## src/rtl/wb_uart8_lite_if.sv

```systemverilog
// Wishbone B3 classic slave bus bundle for wb_uart8_lite.
// Signal names keep the _i/_o suffixes as seen from the UART slave.
interface wb_uart8_lite_if;
   logic [31:0] wb_adr_i;
   logic [7:0]  wb_dat_i;
   logic        wb_we_i;
   logic        wb_cyc_i;
   logic        wb_stb_i;
   logic [2:0]  wb_cti_i;
   logic [1:0]  wb_bte_i;
   logic [7:0]  wb_dat_o;
   logic        wb_ack_o;
   logic        wb_err_o;
   logic        wb_rty_o;

   modport slave (
      input  wb_adr_i, wb_dat_i, wb_we_i, wb_cyc_i, wb_stb_i, wb_cti_i, wb_bte_i,
      output wb_dat_o, wb_ack_o, wb_err_o, wb_rty_o
   );

   modport master (
      output wb_adr_i, wb_dat_i, wb_we_i, wb_cyc_i, wb_stb_i, wb_cti_i, wb_bte_i,
      input  wb_dat_o, wb_ack_o, wb_err_o, wb_rty_o
   );
endinterface

```

## src/rtl/wb_uart8_lite.sv

```systemverilog
// Wishbone-attached 8N1 UART: TX FIFO + transmitter, optional receiver.
// Define WB_UART8_LITE_RX_EN to build the receiver; otherwise RBR and RX status read 0.
module wb_uart8_lite #(
   parameter int CLKS_PER_BIT = 16,
   parameter int TX_FIFO_AW   = 4
) (
   input  logic           wb_clk_i,
   input  logic           wb_rst_ni,
   wb_uart8_lite_if.slave wb,
   output logic           tx_o,
   input  logic           rx_i
);

   localparam int                  DEPTH           = 1 << TX_FIFO_AW;
   localparam logic [15:0]         BIT_RELOAD      = 16'(CLKS_PER_BIT - 1);
   localparam logic [TX_FIFO_AW:0] FIFO_FULL_COUNT = (TX_FIFO_AW + 1)'(DEPTH);
   localparam logic [2:0]          ADR_DATA        = 3'd0;
   localparam logic [2:0]          ADR_LSR         = 3'd5;

   typedef enum logic [1:0] {
      TX_IDLE,
      TX_START,
      TX_DATA,
      TX_STOP
   } tx_state_t;

   // ------------------------------------------------------------------
   // Bus handshake
   // ------------------------------------------------------------------
   logic       access;
   logic       ack;
   logic       xfer;
   logic       bus_wr;
   logic       bus_rd;
   logic [2:0] adr_lo;

   assign access = wb.wb_cyc_i & wb.wb_stb_i;
   assign adr_lo = wb.wb_adr_i[2:0];

   // NOTE: state registers use non-blocking assignments so every flop samples pre-edge values.
   always_ff @(posedge wb_clk_i or negedge wb_rst_ni) begin
      if (!wb_rst_ni) ack <= 1'b0;
      else            ack <= access & ~ack;
   end

   assign xfer   = ack & access;
   assign bus_wr = xfer & wb.wb_we_i;
   assign bus_rd = xfer & ~wb.wb_we_i;

   assign wb.wb_ack_o = ack;
   assign wb.wb_err_o = 1'b0;
   assign wb.wb_rty_o = 1'b0;

   // ------------------------------------------------------------------
   // TX FIFO
   // ------------------------------------------------------------------
   logic [7:0]            fifo_mem [DEPTH];
   logic [TX_FIFO_AW-1:0] wr_ptr;
   logic [TX_FIFO_AW-1:0] rd_ptr;
   logic [TX_FIFO_AW:0]   fifo_count;
   logic                  fifo_empty;
   logic                  fifo_full;
   logic                  push;
   logic                  tx_pop;

   assign fifo_empty = (fifo_count == '0);
   assign fifo_full  = (fifo_count == FIFO_FULL_COUNT);
   assign push       = bus_wr & (adr_lo == ADR_DATA) & ~fifo_full;

   // NOTE: storage has no reset; fifo_count alone decides which entries are valid.
   always_ff @(posedge wb_clk_i) begin
      if (push) fifo_mem[wr_ptr] <= wb.wb_dat_i;
   end

   always_ff @(posedge wb_clk_i or negedge wb_rst_ni) begin
      if (!wb_rst_ni) begin
         wr_ptr     <= '0;
         rd_ptr     <= '0;
         fifo_count <= '0;
      end else begin
         if (push)   wr_ptr <= wr_ptr + 1'b1;
         if (tx_pop) rd_ptr <= rd_ptr + 1'b1;
         case ({push, tx_pop})
            2'b10:   fifo_count <= fifo_count + 1'b1;
            2'b01:   fifo_count <= fifo_count - 1'b1;
            default: fifo_count <= fifo_count;
         endcase
      end
   end

   // ------------------------------------------------------------------
   // TX FSM
   // ------------------------------------------------------------------
   tx_state_t   tx_state;
   tx_state_t   tx_next;
   logic [15:0] tx_baud;
   logic [2:0]  tx_bit;
   logic [7:0]  tx_shift;
   logic        tx_baud_done;

   assign tx_baud_done = (tx_baud == 16'd0);

   always_ff @(posedge wb_clk_i or negedge wb_rst_ni) begin
      if (!wb_rst_ni) tx_state <= TX_IDLE;
      else            tx_state <= tx_next;
   end

   // NOTE: every output of a combinational block gets a default first, so no latch is inferred.
   always_comb begin
      tx_next = tx_state;
      tx_pop  = 1'b0;
      case (tx_state)
         TX_IDLE: begin
            if (!fifo_empty) begin
               tx_pop  = 1'b1;
               tx_next = TX_START;
            end
         end
         TX_START: begin
            if (tx_baud_done) tx_next = TX_DATA;
         end
         TX_DATA: begin
            if (tx_baud_done && (tx_bit == 3'd7)) tx_next = TX_STOP;
         end
         TX_STOP: begin
            // Chain straight into the next start bit when more data is queued.
            if (tx_baud_done) begin
               if (!fifo_empty) begin
                  tx_pop  = 1'b1;
                  tx_next = TX_START;
               end else begin
                  tx_next = TX_IDLE;
               end
            end
         end
         default: tx_next = TX_IDLE;
      endcase
   end

   always_ff @(posedge wb_clk_i or negedge wb_rst_ni) begin
      if (!wb_rst_ni) begin
         tx_baud  <= BIT_RELOAD;
         tx_bit   <= 3'd0;
         tx_shift <= 8'hFF;
      end else if (tx_pop) begin
         tx_baud  <= BIT_RELOAD;
         tx_bit   <= 3'd0;
         tx_shift <= fifo_mem[rd_ptr];
      end else if (tx_state != TX_IDLE) begin
         if (tx_baud_done) begin
            tx_baud <= BIT_RELOAD;
            if (tx_state == TX_DATA) begin
               tx_shift <= {1'b1, tx_shift[7:1]};
               tx_bit   <= tx_bit + 3'd1;
            end
         end else begin
            tx_baud <= tx_baud - 16'd1;
         end
      end
   end

   // Decoded straight from state so reset forces the line high asynchronously.
   always_comb begin
      tx_o = 1'b1;
      case (tx_state)
         TX_START: tx_o = 1'b0;
         TX_DATA:  tx_o = tx_shift[0];
         default:  tx_o = 1'b1;
      endcase
   end

   // ------------------------------------------------------------------
   // Receiver and RX status
   // ------------------------------------------------------------------
   logic [7:0] rbr;
   logic       data_ready;
   logic       overrun;
   logic       framing_err;
   logic       unused_bits;

`ifdef WB_UART8_LITE_RX_EN
   typedef enum logic [2:0] {
      RX_IDLE,
      RX_START,
      RX_DATA,
      RX_STOP,
      RX_BREAK
   } rx_state_t;

   localparam logic [15:0] HALF_RELOAD = 16'(CLKS_PER_BIT / 2 - 1);

   rx_state_t   rx_state;
   rx_state_t   rx_next;
   logic        rx_meta;
   logic        rx_sync;
   logic        rx_prev;
   logic [15:0] rx_baud;
   logic [2:0]  rx_bit;
   logic [7:0]  rx_shift;
   logic        rx_baud_done;
   logic        rx_frame_done;

   assign unused_bits  = ^{wb.wb_adr_i[31:3], wb.wb_cti_i, wb.wb_bte_i};
   assign rx_baud_done = (rx_baud == 16'd0);

   always_ff @(posedge wb_clk_i or negedge wb_rst_ni) begin
      if (!wb_rst_ni) begin
         rx_meta <= 1'b1;
         rx_sync <= 1'b1;
         rx_prev <= 1'b1;
      end else begin
         rx_meta <= rx_i;
         rx_sync <= rx_meta;
         rx_prev <= rx_sync;
      end
   end

   always_ff @(posedge wb_clk_i or negedge wb_rst_ni) begin
      if (!wb_rst_ni) rx_state <= RX_IDLE;
      else            rx_state <= rx_next;
   end

   always_comb begin
      rx_next       = rx_state;
      rx_frame_done = 1'b0;
      case (rx_state)
         RX_IDLE:  if (rx_prev && !rx_sync) rx_next = RX_START;
         RX_START: if (rx_baud_done) rx_next = rx_sync ? RX_IDLE : RX_DATA;
         RX_DATA:  if (rx_baud_done && (rx_bit == 3'd7)) rx_next = RX_STOP;
         RX_STOP: begin
            if (rx_baud_done) begin
               rx_frame_done = 1'b1;
               rx_next       = rx_sync ? RX_IDLE : RX_BREAK;
            end
         end
         RX_BREAK: if (rx_sync) rx_next = RX_IDLE;
         default:  rx_next = RX_IDLE;
      endcase
   end

   // Idle keeps the half-bit count preloaded so the start check lands mid-bit.
   always_ff @(posedge wb_clk_i or negedge wb_rst_ni) begin
      if (!wb_rst_ni) begin
         rx_baud  <= HALF_RELOAD;
         rx_bit   <= 3'd0;
         rx_shift <= 8'h00;
      end else if (rx_state == RX_IDLE) begin
         rx_baud <= HALF_RELOAD;
         rx_bit  <= 3'd0;
      end else if (rx_state inside {RX_START, RX_DATA, RX_STOP}) begin
         if (rx_baud_done) begin
            rx_baud <= BIT_RELOAD;
            if (rx_state == RX_DATA) begin
               rx_shift <= {rx_sync, rx_shift[7:1]};
               rx_bit   <= rx_bit + 3'd1;
            end
         end else begin
            rx_baud <= rx_baud - 16'd1;
         end
      end
   end

   // Any completed frame that finds data_ready still set is an overrun; new events beat read-clears.
   always_ff @(posedge wb_clk_i or negedge wb_rst_ni) begin
      if (!wb_rst_ni) begin
         rbr         <= 8'h00;
         data_ready  <= 1'b0;
         overrun     <= 1'b0;
         framing_err <= 1'b0;
      end else begin
         if (bus_rd && (adr_lo == ADR_DATA)) data_ready <= 1'b0;
         if (bus_rd && (adr_lo == ADR_LSR)) begin
            overrun     <= 1'b0;
            framing_err <= 1'b0;
         end
         if (rx_frame_done) begin
            if (data_ready) overrun <= 1'b1;
            if (rx_sync) begin
               rbr        <= rx_shift;
               data_ready <= 1'b1;
            end else begin
               framing_err <= 1'b1;
            end
         end
      end
   end
`else
   assign unused_bits = ^{wb.wb_adr_i[31:3], wb.wb_cti_i, wb.wb_bte_i, rx_i};
   assign rbr         = 8'h00;
   assign data_ready  = 1'b0;
   assign overrun     = 1'b0;
   assign framing_err = 1'b0;
`endif

   // ------------------------------------------------------------------
   // Register read path
   // ------------------------------------------------------------------
   logic [7:0] lsr;
   logic [7:0] rd_data;

   assign lsr = {1'b0, fifo_empty & (tx_state == TX_IDLE), fifo_empty, 1'b0,
                 framing_err, 1'b0, overrun, data_ready};

   always_comb begin
      rd_data = 8'h00;
      if (bus_rd) begin
         case (adr_lo)
            ADR_DATA: rd_data = rbr;
            ADR_LSR:  rd_data = lsr;
            default:  rd_data = 8'h00;
         endcase
      end
   end

   assign wb.wb_dat_o = rd_data;

endmodule

```

## src/flat_wrapper.sv

```systemverilog
// flat-port wrapper written by rule: the top's interface ports become plain ports
module wb_uart8_lite_flat 
#(
   parameter int CLKS_PER_BIT = 16,
   parameter int TX_FIFO_AW   = 4
)
  (wb_clk_i, wb_rst_ni, tx_o, rx_i, wb_wb_adr_i, wb_wb_dat_i, wb_wb_we_i, wb_wb_cyc_i, wb_wb_stb_i, wb_wb_cti_i, wb_wb_bte_i, wb_wb_dat_o, wb_wb_ack_o, wb_wb_err_o, wb_wb_rty_o);
  wb_uart8_lite_if wb_i ();
  input  logic wb_clk_i;
  input  logic wb_rst_ni;
  output logic tx_o;
  input  logic rx_i;
  input wire logic [$bits(wb_i.wb_adr_i)-1:0] wb_wb_adr_i;
  input wire logic [$bits(wb_i.wb_dat_i)-1:0] wb_wb_dat_i;
  input wire logic [$bits(wb_i.wb_we_i)-1:0] wb_wb_we_i;
  input wire logic [$bits(wb_i.wb_cyc_i)-1:0] wb_wb_cyc_i;
  input wire logic [$bits(wb_i.wb_stb_i)-1:0] wb_wb_stb_i;
  input wire logic [$bits(wb_i.wb_cti_i)-1:0] wb_wb_cti_i;
  input wire logic [$bits(wb_i.wb_bte_i)-1:0] wb_wb_bte_i;
  output wire logic [$bits(wb_i.wb_dat_o)-1:0] wb_wb_dat_o;
  output wire logic [$bits(wb_i.wb_ack_o)-1:0] wb_wb_ack_o;
  output wire logic [$bits(wb_i.wb_err_o)-1:0] wb_wb_err_o;
  output wire logic [$bits(wb_i.wb_rty_o)-1:0] wb_wb_rty_o;
  assign wb_i.wb_adr_i = wb_wb_adr_i;
  assign wb_i.wb_dat_i = wb_wb_dat_i;
  assign wb_i.wb_we_i = wb_wb_we_i;
  assign wb_i.wb_cyc_i = wb_wb_cyc_i;
  assign wb_i.wb_stb_i = wb_wb_stb_i;
  assign wb_i.wb_cti_i = wb_wb_cti_i;
  assign wb_i.wb_bte_i = wb_wb_bte_i;
  assign wb_wb_dat_o = wb_i.wb_dat_o;
  assign wb_wb_ack_o = wb_i.wb_ack_o;
  assign wb_wb_err_o = wb_i.wb_err_o;
  assign wb_wb_rty_o = wb_i.wb_rty_o;
  wb_uart8_lite #(.CLKS_PER_BIT(CLKS_PER_BIT), .TX_FIFO_AW(TX_FIFO_AW)) u_core (.wb_clk_i(wb_clk_i), .wb_rst_ni(wb_rst_ni), .wb(wb_i), .tx_o(tx_o), .rx_i(rx_i));
endmodule
```

## config.mk

```make
export PLATFORM = sky130hd
export DESIGN_NAME = wb_uart8_lite_flat
export DESIGN_NICKNAME = d
export VERILOG_FILES = /design/src/rtl/wb_uart8_lite_if.sv /design/src/rtl/wb_uart8_lite.sv /design/src/flat_wrapper.sv
export SDC_FILE = /design/constraint.sdc
export NUM_CORES = 1
export LEC_CHECK = 0
export ABC_CLOCK_PERIOD_IN_PS = 2910
export BUFFER_PORTS_ARGS = -buffer_cell sky130_fd_sc_hd__buf_2
export CAP_MARGIN = 20
export CORE_ASPECT_RATIO = 1.1
export CORE_UTILIZATION = 45
export DETAILED_ROUTE_END_ITERATION = 8
export PLACE_DENSITY_LB_ADDON = 0.1
export SETUP_SLACK_MARGIN = 0.5
export SLEW_MARGIN = 20
export SYNTH_ARGS = -nofsm -noshare
export SYNTH_HDL_FRONTEND = slang
export SYNTH_SLANG_ARGS = --single-unit
```

## constraint.sdc

```tcl
create_clock -name wb_clk_i -period 2.91 [get_ports wb_clk_i]
set_clock_uncertainty 0.15 [all_clocks]
set_input_delay 0.4365 -clock wb_clk_i [delete_from_list [all_inputs] [get_ports wb_clk_i]]
set_output_delay 0.4365 -clock wb_clk_i [all_outputs]
set_load 0.03 [all_outputs]
```

==> results of run 1 <==
[cells in the mapped netlist (4+ instances only)]
cell type / number / area [sq um]
dfrtp_1: 31 / 775.7
dfstp_2: 12 / 315.3
a22oi_1: 13 / 97.59
nor2_1: 26 / 97.59
clkbuf_1: 9 / 33.78
xnor2_1: 17 / 148.9
nand3_1: 8 / 40.04
mux4_2: 33 / 743.2
a21oi_1: 7 / 35.03
xor2_1: 7 / 61.31
inv_1: 19 / 71.32
ha_1: 16 / 200.2
nor3_1: 6 / 30.03
o221a_1: 7 / 78.83
o21ai_0: 4 / 20.02
a2111oi_0: 4 / 35.03
edfxtp_1: 128 / 3844
nand2_1: 13 / 48.80
buf_2: 6 / 30.03
buf_4: 8 / 60.06
and2_1: 8 / 50.05
mux2_2: 4 / 45.04
or3_1: 4 / 25.02
nor4_1: 9 / 56.30
buf_1: 4 / 15.01
nor2b_1: 4 / 25.02
mux2i_1: 4 / 40.04
[repair_timing]
| action | CTS | global route |
|---|---|---|
| pin swaps | 16 | 15 |
| buffers inserted | 10 | 7 |
| endpoints found under the hold margin | 28 | 0 |
| hold buffers | 1 | 0 |
| setup endpoints to repair | 79 | 124 |
| gates cloned | 0 | 1 |
| gates resized for setup | 25 | 20 |
[per-stage QoR]
stage | worst slack, ns | utilization, % | hold WS (ns) | std cells
3_3_place_gp | 0.05274 | 50.54 | 0.2756 | 689
5_1_grt | 0.1073 | 56.16 | 0.09437 | 740
4_1_cts | 0.2517 | 55.37 | 0.07348 | 732
6_report | 0.2043 | 56.16 | 0.09226 | 740
2_1_floorplan | 0.02516 | - | -0.009091 | 463
3_5_place_dp | 0.007642 | 50.54 | 0.2801 | 689
[routing by layer]
| metal | wire (microns) | vias to the layer above |
|---|---|---|
| li1 | - | 1905 |
| met1 | 6327 | 2137 |
| met2 | 7539 | 61 |
| met3 | 426 | 11 |
| met4 | 166 | 0 |
| met5 | 0 | - |
[logic make-up after synthesis]
group | after synthesis
flip-flops | 171
buffers and inverters | 48
AND/OR/NAND/NOR | 97
XOR/XNOR | 24
other | 1
AO/OA/AOI/OAI | 58
multiplexers | 41
adder cells (fa/ha/maj) | 16
[worst paths after layout]
| check | startpoint | to | slack, ns |
|---|---|---|---|
| worst max-delay path | u_core.fifo_count[3] | u_core.fifo_count[4] | 0.20 |
| max in group asynchronous | wb_rst_ni | u_core.tx_shift[6] | 1.40 |
| worst max register to register | u_core.fifo_count[3] | u_core.fifo_count[4] | 0.20 |
| min in group asynchronous | wb_rst_ni | u_core.wb.wb_ack_o | 0.48 |
| worst min register to register | u_core.tx_bit[0] | u_core.tx_bit[0] | 0.33 |
| worst min-delay path | wb_wb_stb_i | u_core.wb.wb_ack_o | 0.09 |
[registers in the layout, indices dropped and copies added, names as in the netlist]
register and flops:
u_core.tx_state 2, u_core.tx_bit 3, u_core.tx_baud 16, u_core.wb.wb_ack_o 1, u_core.rd_ptr 4, u_core.fifo_count 5, u_core.tx_shift 8, u_core.wr_ptr 4
u_core.fifo_mem 128
[power breakdown]
part           total (W)  leakage [nW]  switching, W  internal (W)
combinational    0.00287          1.22       0.00143       0.00144
sequential       0.00319          1.67      0.000261       0.00293
clock            0.00216         0.267      0.000969       0.00119
[cells in the final DEF, fill, tap and decap left out, drive strengths merged, types with 4 or more instances in the layout]
cell type	synthesis	final
edfxtp	128	128
mux2i	4	4
xnor2	17	17
clkinvlp	0	4
ha	16	16
nand2	13	13
or3	4	4
mux4	33	33
dfrtp	31	31
xor2	7	7
nor2b	4	4
mux2	4	4
o221a	7	7
nor4	9	9
inv	19	25
a22oi	13	13
nor2	27	27
a2111oi	7	7
and2	8	8
conb	1	8
nor3	6	6
dfstp	12	12
buf	20	72
clkinv	0	4
nand3	8	8
clkbuf	9	17
a21oi	8	8
o21ai	5	5
[area by class of cell]
| class | count | area (sq um) | area share (%) |
|---|---|---|---|
| multi-input cells | 245 | 2545 | 28.48 |
| well taps | 200 | 250.2 | 2.800 |
| clock inverters | 15 | 141.4 | 1.582 |
| inverters | 19 | 71.32 | 0.7980 |
| clock buffers | 17 | 425.4 | 4.760 |
| repair buffers | 73 | 566.8 | 6.342 |
| flip-flops and latches | 171 | 4937 | 55.24 |
[worst min-delay path, cell delays in order]
cell and delay, ns:
buf_2 0.11, nand2_1 0.05, nor2_1 0.04
==> flow_summary.toml, run 1 <==
[outcome]
outcome = "completed"

[global_route]
grt_pass1_vias = 4264
grt_pass1_wl_microns = 23470
grt_most_used_layer = "met2"
grtUsageMet3_pct = 3.440
use_met2_pct = 32.50
grt_use_met1_pct = 23.30
grt_use_total_pct = 18.55
grt_max_degree = 35
gr-total-overflow = 0
antenna_found_initial = 0

[final_layout]
drive_gt1_share_pct = 37.78
layout.nets = 594
insertedDiodeCount = 0
fin_area_sq_um = 8937
area_delta_synth_final_pct = 20.15
num-fill-cells = 1233

[yosys]
synth_area_per_cell_sq_um = 16.31
synth_seq_cells = 171
synth_area_sq_um = 7438
ys_async_sr_fraction_pct = 25.15
synthXorXnorAreaFrac_pct = 2.826
synth_edf_count = 128
ys.flop_type = "edfxtp_1"
ys_seq_area_share_pct = 66.34
yosysWarnings = 0
synth_fa_ha_area_share_pct = 2.691
synthMuxAreaShare_pct = 11.14
synth_compound_area_share_pct = 6.796
synth_top_family_by_area = "multiplexers"
syn-instance-count = 456
ys_types = 59
yosys.area_share.simple_pct = 7.031

[critical_path]
path_class = "reg -> reg"
cp_slowest_cell = "or4_4"
cp_cell_sequence = "or4_4 -> o21ai_4 -> o22ai_4 -> ha_4 -> xor2_1 -> ha_2 -> nor2_1 -> a222oi_1 -> nor2_1 -> xor2_1"
worstPathMaxFanout = 3
cp-end-kind = "register"
worst-path-buf-inv = 0
required_ns = 3.05
cp_top_family = "simple AND/OR/NAND/NOR gates"
ff2ff_path_depth = 10
crit_path_max_incr_delay_ns = 0.59
arrival_ns = 2.85
startpoint_type = "register"
path_depth = 10

[routing]
vias_per_cell = 5.559
via_count = 4114
totalWireLength_microns = 14460
post_drt_wl_per_cell_microns = 19.54
drt-initial-drc-count = 247
drc_errors = 0
dr.pass1.iters = 4
antenna_left = 0

[sta]
max_freq_mhz = 369.6
fin_tns_setup_ns = 0
setup_violations = 0
period_share_pct = 92.98
finalHoldViolCount = 0
timing.final.crit_period_ns = 2.706
tightest_slew_ns = 0.7898
rsz0062_at_grt = "true"
max_slew_margin_pct = 47.35
drv_slew = 0

[place]
placed_cell_area_sq_um = 8044
hpwl_microns = 9167
place_congestion = 0.7538
placement.io_buffers = 19

[power_and_ir_drop]
p_per_area_nw_per_um2 = 920.2
ir_worst_vdd_uv = 502.1
p_leak_nw = 3.163
finalPower_w = 0.008224

[clock_tree]
htreeDepth = 4
cts_tree = "yes"
cts-buffers-inserted = 17
numClockSinks = 171
worstSkewPairLatency_ns = 0.42
clk_pin_slew_ns = 0.07
clk_path_buf_depth = 2
clk_root_buffer_cell = "clkbuf_16"

[hold_path]
hp-class = "in -> reg"
holdPathStages = 3

[floorplan]
ios = 63
initial_core_util_pct = 46.74
dieArea_sq_um = 17050
coreArea_sq_um = 15920
fp-row-count = 48
die_w_microns = 124.6
dieHeight_microns = 136.8

[run]
drv_cap = 0
Note: power is estimated with default switching activity, not from simulation.
==> inputs of run 2 (changes only) <==
--- a/config.mk
+++ b/config.mk
@@ -9,10 +9,11 @@
 export BUFFER_PORTS_ARGS = -buffer_cell sky130_fd_sc_hd__buf_2
 export CAP_MARGIN = 20
 export CORE_ASPECT_RATIO = 1.1
-export CORE_UTILIZATION = 45
+export CORE_UTILIZATION = 54
 export DETAILED_ROUTE_END_ITERATION = 8
 export PLACE_DENSITY_LB_ADDON = 0.1
 export SETUP_SLACK_MARGIN = 0.5
+export SKIP_LAST_GASP = 1
 export SLEW_MARGIN = 20
 export SYNTH_ARGS = -nofsm -noshare
 export SYNTH_HDL_FRONTEND = slang
==> run 2 against run 1 <==
Net effect: maximum frequency grew 0.71%; critical path type unchanged; sequential share of layout area grew 0.44 points; critical path depth is the same; critical endpoint unchanged; hold slack lost 0.019 ns; clock power grew 4%.
==> flow_summary.toml, run 2 (synthesis gave the netlist of run 1 again) <==
[power_and_ir_drop]
finalPower_w = 0.008244
ir_worst_vdd_uv = 504.4
p_per_area_nw_per_um2 = 929.8
p_leak_nw = 3.153

[critical_path]
required_ns = 3.06
worstPathMaxFanout = 3
arrival_ns = 2.84
path_class = "reg -> reg"
startpoint_type = "register"
cp-end-kind = "register"

[global_route]
antenna_found_initial = 0
grt_pass1_wl_microns = 22490
grt_max_degree = 35
gr-total-overflow = 0
grt_pass1_vias = 4293
grt_use_total_pct = 21.47

[clock_tree]
clk_path_buf_depth = 2
clk_root_buffer_cell = "clkbuf_16"
numClockSinks = 171
worstSkewPairLatency_ns = 0.42
cts-buffers-inserted = 17
clk_pin_slew_ns = 0.07
cts_tree = "yes"
htreeDepth = 4

[sta]
finalHoldViolCount = 0
rsz0062_at_grt = "true"
setup_violations = 0
drv_slew = 0
max_slew_margin_pct = 48.50
whs_ns = 0.07287
max_freq_mhz = 372.2
period_share_pct = 92.32
timing.final.crit_period_ns = 2.687
tightest_slew_ns = 0.7725

[final_layout]
final_common_cell = "edfxtp_1"
insertedDiodeCount = 0
drive_gt1_share_pct = 36.57
largest_reg_flops = 128
largest_register = "u_core.fifo_mem"
layout_common_cells = "edfxtp_1 (128), buf_4 (42), mux4_2 (33), dfrtp_1 (29), nor2_1 (22)"
fin_cells = 720
layout.nets = 590
num-fill-cells = 941
area_delta_synth_final_pct = 19.19
reg_top3 = "u_core.fifo_mem (128), u_core.tx_baud (16), u_core.tx_shift (8)"

[floorplan]
ios = 63
fp-row-count = 44
die_w_microns = 113.9
dieArea_sq_um = 14250
dieHeight_microns = 125.1
initial_core_util_pct = 55.83
coreArea_sq_um = 13320

[routing]
drc_errors = 0
drt-initial-drc-count = 248
vias_per_cell = 5.688
antenna_left = 0
dr.pass1.iters = 4
via_count = 4095
totalWireLength_microns = 13840
post_drt_wl_per_cell_microns = 19.22

[run]
drv_cap = 0

[place]
place_congestion = 0.7721
placed_cells = 674
hpwl_microns = 9051
placement.io_buffers = 19

[hold_path]
hp-class = "in -> reg"

[outcome]
outcome = "completed"
-- run 2: changes by cell type in the layout (fill, tap and decap cells not counted), moves of 2 or more --
cell | before | now
buf_4 | 44 | 42
buf_6 | 9 | 6
ha_1 | 10 | 12
clkinvlp_4 | 4 | 1
-- run 2: report_power, final --
part	switching [W]	internal, W
logic	0.00136	0.00140
clock network	0.000956	0.00129
registers	0.000310	0.00293
-- run 2: routing by layer --
layer | track usage [%] | up-vias | part of all wire (%)
met5 | 0 | - | 0
met4 | 9.549 | 0 | 1.9
met3 | 4.411 | 23 | 3.0
met2 | 36.19 | 71 | 53
met1 | 26.89 | 2095 | 42
li1 | - | 1906 | -
-- run 2: timing repair --
| action | in CTS | in global routing |
|---|---|---|
| hold endpoints to repair | 17 | 0 |
| pin swaps | 16 | 11 |
| hold buffers | 1 | 0 |
| buffers inserted | 9 | 3 |
| setup endpoints to repair | 81 | 103 |
| gates cloned | 0 | 1 |
| gates resized for setup | 19 | 17 |
-- run 2: worst paths after layout --
| kind | cells after the start | from | endpoint | slack [ns] |
|---|---|---|---|---|
| setup / recovery | 10 | u_core.fifo_count[0] | u_core.fifo_count[4] | 0.22 |
| hold / removal | 3 | wb_wb_stb_i | u_core.wb.wb_ack_o | 0.07 |
| setup reg to reg | 10 | u_core.fifo_count[0] | u_core.fifo_count[4] | 0.22 |
| hold reg to reg | 1 | u_core.wb.wb_ack_o | u_core.wb.wb_ack_o | 0.29 |
| max in group asynchronous | 3 | wb_rst_ni | u_core.tx_shift[4] | 1.56 |
| min in group asynchronous | 2 | wb_rst_ni | u_core.fifo_count[0] | 0.41 |
-- run 2: final cells by class --
class	instances	area, sq um	area share (%)
sequential	171	4937	55.69
clock buffer	18	429.2	4.841
tap	184	230.2	2.597
inverter	19	73.82	0.8326
multi-input combinational	245	2504	28.24
timing repair buffer	69	533.0	6.012
clock inverter	14	158.9	1.792
-- run 2: critical path, cell delays in order, from the launching register on --
cell	delay, ns
dfrtp_1	0.38
or4_4	0.58
o21ai_4	0.21
o22ai_4	0.11
ha_4	0.17
xor2_1	0.14
ha_2	0.21
nor2_1	0.04
a222oi_1	0.33
nor2_1	0.09
xor2_1	0.14
-- run 2: stage by stage --
step                       TNS, ns  setup slack, ns  area, sq um  utilization [%]
after detailed placement  -0.07586         -0.07586         8044            60.38
after global placement           0          0.03878         8044            60.38
after floorplan                  0          0.02516         7586                -
after CTS                        0           0.1582         8773            65.85
after global routing             0          0.08404         8866            66.55
final                            0           0.2233         8866            66.55
==> inputs of run 3 (changes only) <==
--- a/config.mk
+++ b/config.mk
@@ -12,7 +12,7 @@
 export CORE_UTILIZATION = 54
 export DETAILED_ROUTE_END_ITERATION = 8
 export PLACE_DENSITY_LB_ADDON = 0.1
-export SETUP_SLACK_MARGIN = 0.5
+export SETUP_SLACK_MARGIN = 0.4
 export SKIP_LAST_GASP = 1
 export SLEW_MARGIN = 20
 export SYNTH_ARGS = -nofsm -noshare
==> run 3 against run 2 <==
Net effect: wire length is 0.70% higher; sequential power about the same; die area is the same; highest routed layer unchanged; critical endpoint unchanged.
==> flow_summary.toml, run 3 (synthesis gave the netlist of run 1 again) <==
[final_layout]
layout_common_cells = "edfxtp_1 (128), buf_4 (46), mux4_2 (33), dfrtp_1 (28), nor2_1 (26)"
num-fill-cells = 946
multiInputGateArea_sq_um = 2481
largest_register = "u_core.fifo_mem"
area_delta_synth_final_pct = 18.18
drive_gt1_share_pct = 35.14
fin_cells = 719
reg_top3 = "u_core.fifo_mem (128), u_core.tx_baud (16), u_core.tx_shift (8)"
layout.nets = 589
regArea_sq_um = 4941
largest_reg_flops = 128
final_common_cell = "edfxtp_1"
insertedDiodeCount = 0

[sta]
period_share_pct = 92.57
whs_ns = 0.08159
finalHoldViolCount = 0
rsz0062_at_grt = "true"
drv_slew = 0
max_slew_margin_pct = 59.64
setup_violations = 0
tightest_slew_ns = 0.6054
fin_tns_setup_ns = 0
max_freq_mhz = 371.2
timing.final.crit_period_ns = 2.694

[floorplan]
dieHeight_microns = 125.1
ios = 63
fp-row-count = 44
coreArea_sq_um = 13320
dieArea_sq_um = 14250
die_w_microns = 113.9
initial_core_util_pct = 55.83

[global_route]
grt_pass1_vias = 4197
grt_use_total_pct = 21.50
gr-total-overflow = 0
grt_most_used_layer = "met2"
use_met2_pct = 36.19
grt_max_degree = 22
grt_pass1_wl_microns = 22300
grtUsageMet3_pct = 4.702
grt_use_met1_pct = 27.38
antenna_found_initial = 0

[clock_tree]
clk_root_buffer_cell = "clkbuf_16"
cts-buffers-inserted = 17
cts_tree = "yes"
htreeDepth = 4
clk_path_buf_depth = 2
worstSkewPairLatency_ns = 0.43
clk_pin_slew_ns = 0.07
numClockSinks = 171

[routing]
totalWireLength_microns = 13930
vias_per_cell = 5.726
post_drt_wl_per_cell_microns = 19.38
antenna_left = 0
drc_errors = 0
via_count = 4117
drt-initial-drc-count = 211
dr.pass1.iters = 4

[critical_path]
arrival_ns = 2.84
cp-end-kind = "register"
required_ns = 3.06
worstPathMaxFanout = 3
path_class = "reg -> reg"
startpoint_type = "register"

[hold_path]
hp-class = "in -> reg"

[power_and_ir_drop]
p_per_area_nw_per_um2 = 925.7
p_leak_nw = 3.133
finalPower_w = 0.008138
ir_worst_vdd_uv = 506.5

[place]
place_congestion = 0.8092
hpwl_microns = 9268
placed_cells = 674
placement.io_buffers = 19

[run]
drv_cap = 0

[outcome]
outcome = "completed"
## run 3: routing by layer
metal / part of all wire, % / up-vias / wire [microns]
li1: - / 1897 / -
met1: 42 / 2105 / 5848
met2: 52 / 98 / 7222
met3: 4.5 / 17 / 625
met4: 1.7 / 0 / 238
met5: 0 / - / 0
## run 3: worst max-delay path, stage by stage (launching register included)
cell	delay, ns
dfrtp_1	0.39
or4_4	0.59
o21ai_4	0.20
o22ai_4	0.10
ha_4	0.18
xor2_2	0.13
ha_2	0.18
nand3b_1	0.08
o21ai_1	0.07
a222oi_1	0.27
nor2_1	0.10
xor2_1	0.15
## run 3: through the flow
step / util (%) / worst slack (ns) / area, sq um
after floorplan: - / 0.02516 / 7564
after global placement: 60.11 / 0.04099 / 8009
after global routing: 65.98 / 0.1231 / 8791
after CTS: 65.15 / 0.2264 / 8680
final: 65.98 / 0.2163 / 8791
after detailed placement: 60.11 / 0.02161 / 8009
## run 3: path summary, 6_finish.rpt
path / slack, ns / startpoint / cells after the start / to
hold reg to reg: 0.29 / u_core.wb.wb_ack_o / 1 / u_core.wb.wb_ack_o
max in group asynchronous: 1.58 / wb_rst_ni / 3 / u_core.tx_shift[1]
setup / recovery: 0.22 / u_core.fifo_count[0] / 11 / u_core.fifo_count[4]
hold / removal: 0.08 / wb_wb_stb_i / 3 / u_core.wb.wb_ack_o
setup reg to reg: 0.22 / u_core.fifo_count[0] / 11 / u_core.fifo_count[4]
min in group asynchronous: 0.36 / wb_rst_ni / 2 / u_core.fifo_count[3]
## run 3: what timing repair did
item,4_1_cts,5_1_grt
setup buffers,7,5
endpoints found under the hold margin,13,0
setup endpoints to repair,12,21
hold buffers,1,0
pin swaps,13,12
gates resized for setup,10,20
## run 3: area by class of cell
cell class	count	area share (%)
sequential	171	56.21
timing repair buffer	69	5.679
clock buffer	19	4.925
inverter	19	0.8113
multi-input combinational	244	28.22
clock inverter	13	1.537
tap	184	2.619
## run 3: where the power goes
group | leakage (nW) | switching, W | internal (W)
clock | 0.271 | 0.000955 | 0.00120
combinational | 1.19 | 0.00136 | 0.00137
sequential | 1.67 | 0.000329 | 0.00293
